--- src/rtl/instr_fetch.sv ---
// Instruction fetch unit: single-outstanding ROM requester feeding a 2-word prefetch
// buffer, with redirect (absolute or PC-relative) and discard of in-flight responses.
module instr_fetch #(
    parameter logic [15:0] RESET_PC = 16'hC000
) (
    input  logic        clk,
    input  logic        rst,
    output logic [15:0] MAB,
    output logic        rom_rd,
    input  logic        rom_ack,
    input  logic [15:0] rom_data,
    output logic [15:0] MDB_out,
    output logic        mdb_valid,
    input  logic        dec_ready,
    input  logic        redir,
    input  logic        redir_rel,
    input  logic [15:0] redir_addr,
    input  logic [9:0]  redir_off,
    output logic [15:0] PC_out
);

    localparam logic [15:0] RESET_WORD = {RESET_PC[15:1], 1'b0};

    typedef enum logic [1:0] {
        IDLE = 2'd0,
        REQ  = 2'd1,
        DROP = 2'd2
    } state_t;

    state_t      state_reg, state_next;
    logic [15:0] mab_reg, mab_next;
    logic [15:0] fetch_ptr_reg, fetch_ptr_next;
    logic [15:0] pc_reg, pc_next;
    logic [15:0] last_pc_reg, last_pc_next;
    logic [15:0] pend_reg, pend_next;
    logic [15:0] buf_reg [2];
    logic        wr_ptr_reg, rd_ptr_reg;
    logic [1:0]  count_reg, count_next;

    logic        pop, accept, push;
    logic [15:0] rel_target, target_raw, target;

    assign pop    = (count_reg != 2'd0) && dec_ready;
    assign accept = (state_reg == REQ) && rom_ack;
    // A response landing on a redirect edge belongs to the old stream.
    assign push   = accept && !redir;

    // Relative target uses last_pc before any pop on this edge.
    assign rel_target = last_pc_reg + 16'd2 + {{5{redir_off[9]}}, redir_off, 1'b0};
    assign target_raw = redir_rel ? rel_target : redir_addr;
    assign target     = target_raw & 16'hFFFE;

    always_comb begin
        count_next = count_reg;
        if (redir) begin
            count_next = 2'd0;
        end else begin
            count_next = count_reg + {1'b0, push} - {1'b0, pop};
        end
    end

    // FSM: state register
    always_ff @(posedge clk) begin
        if (rst) begin
            state_reg <= IDLE;
        end else begin
            state_reg <= state_next;
        end
    end

    // FSM: next-state logic
    always_comb begin
        state_next = state_reg;
        case (state_reg)
            IDLE: begin
                if (count_next != 2'd2) begin
                    state_next = REQ;
                end
            end
            REQ: begin
                if (redir) begin
                    state_next = rom_ack ? REQ : DROP;
                end else if (rom_ack) begin
                    state_next = (count_next != 2'd2) ? REQ : IDLE;
                end
            end
            DROP: begin
                if (rom_ack) begin
                    state_next = REQ;
                end
            end
            default: state_next = IDLE;
        endcase
    end

    // FSM: outputs
    always_comb begin
        rom_rd = (state_reg != IDLE);
    end

    always_comb begin
        fetch_ptr_next = fetch_ptr_reg;
        if (redir) begin
            fetch_ptr_next = target;
        end else if (push) begin
            fetch_ptr_next = fetch_ptr_reg + 16'd2;
        end
    end

    always_comb begin
        pend_next = redir ? target : pend_reg;
    end

    // MAB only moves when a fresh request is launched; it is frozen through DROP.
    always_comb begin
        mab_next = mab_reg;
        if (state_next == REQ) begin
            if ((state_reg == DROP) && !redir) begin
                mab_next = pend_reg;
            end else begin
                mab_next = fetch_ptr_next;
            end
        end
    end

    always_comb begin
        pc_next      = pc_reg;
        last_pc_next = last_pc_reg;
        if (pop) begin
            last_pc_next = pc_reg;
            pc_next      = pc_reg + 16'd2;
        end
        if (redir) begin
            pc_next = target;
        end
    end

    always_ff @(posedge clk) begin
        if (rst) begin
            mab_reg       <= RESET_WORD;
            fetch_ptr_reg <= RESET_WORD;
            pc_reg        <= RESET_WORD;
            last_pc_reg   <= RESET_WORD;
            pend_reg      <= 16'd0;
            count_reg     <= 2'd0;
        end else begin
            mab_reg       <= mab_next;
            fetch_ptr_reg <= fetch_ptr_next;
            pc_reg        <= pc_next;
            last_pc_reg   <= last_pc_next;
            pend_reg      <= pend_next;
            count_reg     <= count_next;
        end
    end

    always_ff @(posedge clk) begin
        if (rst || redir) begin
            wr_ptr_reg <= 1'b0;
            rd_ptr_reg <= 1'b0;
        end else begin
            wr_ptr_reg <= wr_ptr_reg ^ push;
            rd_ptr_reg <= rd_ptr_reg ^ pop;
        end
    end

    generate
        for (genvar gi = 0; gi < 2; gi++) begin : g_entry
            always_ff @(posedge clk) begin
                if (rst) begin
                    buf_reg[gi] <= 16'd0;
                end else if (push && (wr_ptr_reg == 1'(gi))) begin
                    buf_reg[gi] <= rom_data;
                end
            end
        end
    endgenerate

    assign MAB       = mab_reg;
    assign MDB_out   = buf_reg[rd_ptr_reg];
    assign mdb_valid = (count_reg != 2'd0);
    assign PC_out    = pc_reg;

endmodule
--- config.mk ---
export PLATFORM = sky130hd
export DESIGN_NAME = instr_fetch
export DESIGN_NICKNAME = d
export VERILOG_FILES = /design/src/rtl/instr_fetch.sv
export SDC_FILE = /design/constraint.sdc
export NUM_CORES = 1
export LEC_CHECK = 0
export ABC_AREA = 1
export CORE_ASPECT_RATIO = 1.1
export CORE_UTILIZATION = 40
export DETAILED_ROUTE_END_ITERATION = 10
export DONT_BUFFER_PORTS = 1
export GPL_ROUTABILITY_DRIVEN = 0
export GPL_TIMING_DRIVEN = 0
export HOLD_SLACK_MARGIN = 0.08
export PLACE_DENSITY = 0.56
export SYNTH_ARGS = -nofsm -noshare
export SYNTH_HDL_FRONTEND = slang
export SYNTH_SLANG_ARGS = --single-unit
--- constraint.sdc ---
create_clock -name clk -period 3.4 [get_ports clk]
set_clock_uncertainty 0.2 [all_clocks]
set_input_delay 0.34 -clock clk [delete_from_list [all_inputs] [get_ports clk]]
set_output_delay 0.34 -clock clk [all_outputs]
set_load 0.1 [all_outputs]
==> metrics <==
IO Pins=98; RSZ-0062 raised after global routing=false; grt ovf=0; Post-DP Area=between 0.006 and 0.007 sq mm; final hold violation count=0; latest clock arrival within the worst-skew pair=0.41 ns; vias in the first global route=roughly 5200; WL per Instance=around 15 um; Post-synth top cells=229 x nand2_1, 134 x nor2_1, 100 x inv_1; critical path startpoint category=register; pwr dens=roughly 550 mW/mm^2; Yosys warning count=0; root buffer selected by CTS=clkbuf_16; CP Capture Type=register; Reg clk slew, reported paths=approximately 0.05 ns; #FFs+latches synth=about 120; initial antenna violation count=0; R2R Setup Slk=between 0.3 and 0.4 ns; TritonCTS clock tree=yes; maximum clock rate=roughly 0.32 GHz; Layout Nets=between 1000 and 1500; P_leak=between 0.003 and 0.004 uW; core area=~0.016 sq mm; Distinct cells, synth=42; maximum vdd ir drop=347.6 uV; initial DRC count=340; DIE HEIGHT=roughly 140 um; Post-synth EDFFs=32; Via density=roughly 5; final max-slew violation count=0; actual slew at the worst max-slew pin=about 1.2 ns; Area contributors post-synth=dfxtp_1 26%, edfxtp_1 15%, nand2_1 13%; Initial Utilization=slightly above 40%; Finished Cell Area=0.007451 sq mm; CP delay by family, top=adder cells; kind of critical path=register to register; diode count=0; # setup viols final=0; PortBufs=0; final hold slack=0.09730 ns; Total Neg Setup Slack=0 ns; 1st-pass router iterations=5; Row Count=48; total power=just over 4000 uW; max reg flops=32; Post-DRT Antenna Nets=0; synthesized area per cell=~7.2 sq um; outcome=finished, final reports clean; max_slew headroom=between 10% and 20%; share of the synthesized area in the top cell type=about 26%; period utilization=about nine tenths; Die X=approximately 120 um; top-count cell post-synth=nand2_1; Layout area overhead=15.52%; critical path peak fanout=4; GRT Overall Usage=22.07%; top_reg_cell synth=dfxtp_1; Max Cap Viol=0; die area=0.01664 sq mm; asr flop ratio synth=0%; Post-Syn Area=roughly 0.0064 sq mm; register area share after synthesis=between 40% and 50%; CP max stage delay=a little over 0.6 ns; Buf+Inv Stages, Crit Path=0; CTS HTree Levels=4; Num Clock Sinks=between 100 and 150; Worst EP arrival=about 3.2 ns; Residual DRC=0; CTS Buffer Depth=2; pin count of the biggest net entering global routing=18; min Tclk post-route=just over 3 ns; HPWL after DPL=between 10000 and 15000 um; total number of vias=around 5800; cell count after synthesis=about 900; slowest CP cell=o21ai_0; Yosys top cell by area=dfxtp_1; worst min-delay path class=primary input to register; clock buffer count from CTS=17; WP data required=around 3.5 ns; share of cells above drive strength 1=6.618%; final WL=17580 um; CP cell instances=ha_1 -> ha_1 -> fa_1 -> nand3_1 -> nand3_1 -> xor2_1 -> o21ai_0 -> nand2_1 -> nand2_1 -> nand3_1 -> nand2_1 -> nor2_1; first-pass GRT wire length=between 20000 and 30000 um; Mapped Nets=about 980
[cells in the final DEF, fill, tap and decap left out, drive strengths merged]
cell         count
a21oi           56
o31ai            1
nand3b          10
and2             1
nor3            13
inv            105
clkinvlp         3
nor2           139
dlygate4sd3     20
edfxtp          32
o21a             1
nand4            7
a21o             1
or2              4
clkbuf          36
o21bai           4
a31oi            7
a221oi           1
nand3           49
bufinv           2
conb             1
nand2          233
o21ai           55
clkinv           8
dfxtp           83
fa               1
xor2            10
o211ai           4
buf             16
xnor2            6
ha              33
o22ai           10
[power breakdown]
group          internal [uW]  switching (uW)  leakage [uW]
Clock                   1060             613      0.000264
Sequential              1500             361       0.00102
Combinational            172             421       0.00219
[tightest hold or removal path, cell delays in order]
cell and delay, ns:
nand2_1 0.06, nand2_1 0.08, o21ai_0 0.07, inv_1 0.07
nor2_1 0.04
[layer usage]
metal	vias up	wire [um]	global-route usage (%)	part of all wire, %
met5	-	0	0	0
met4	0	310	8.367	1.8
met3	20	1010	5.177	5.7
met2	147	8035	36.14	46
met1	2617	8219	28.05	47
li1	2998	-	-	-
[path summary, 6_finish.rpt]
| check | start | to | cells past startpoint |
|---|---|---|---|
| worst max-delay path | last_pc_reg[2] | MAB[6] | 12 |
| worst min-delay path | redir_rel | fetch_ptr_reg[1] | 5 |
| worst max register to register | last_pc_reg[2] | MAB[6] | 12 |
| worst min register to register | fetch_ptr_reg[0] | fetch_ptr_reg[0] | 2 |
[logic make-up after synthesis]
logic type	synth area share, %
AND/OR/NAND/NOR	30.13
AO/OA/AOI/OAI	11.68
buffers and inverters	8.594
flip-flops	40.66
adder cells (fa/ha/maj)	6.712
XOR/XNOR	2.173
other	0.05814
[layout make-up]
| type | count | area, sq um |
|---|---|---|
| Buffer | 32 | 152.6 |
| Clock buffer | 20 | 436.7 |
| Clock inverter | 12 | 115.1 |
| Fill cell | 1671 | 8284 |
| Inverter | 106 | 397.9 |
| Multi-Input combinational cell | 647 | 3276 |
| Sequential cell | 115 | 2623 |
| Tap cell | 200 | 250.2 |
| Timing Repair Buffer | 20 | 200.2 |
[per-stage QoR]
stage / cells / util [%] / setup slack [ns]
after floorplan: 901 / - / 0.009492
after global placement: 1101 / 42.58 / -0.5692
after detailed placement: 1101 / 42.58 / -0.5650
after CTS: 1152 / 47.35 / 0.2966
after global routing: 1152 / 47.35 / 0.02684
final: 1152 / 47.35 / 0.3145
[what timing repair did]
item / in CTS / in global routing
gates resized for setup: 2 / 0
endpoints found under the hold margin: 39 / 0
hold buffers: 20 / 0
buffers inserted: 0 / 0
endpoints found under the setup margin: 17 / 0
(Power assumes the default switching activity.)
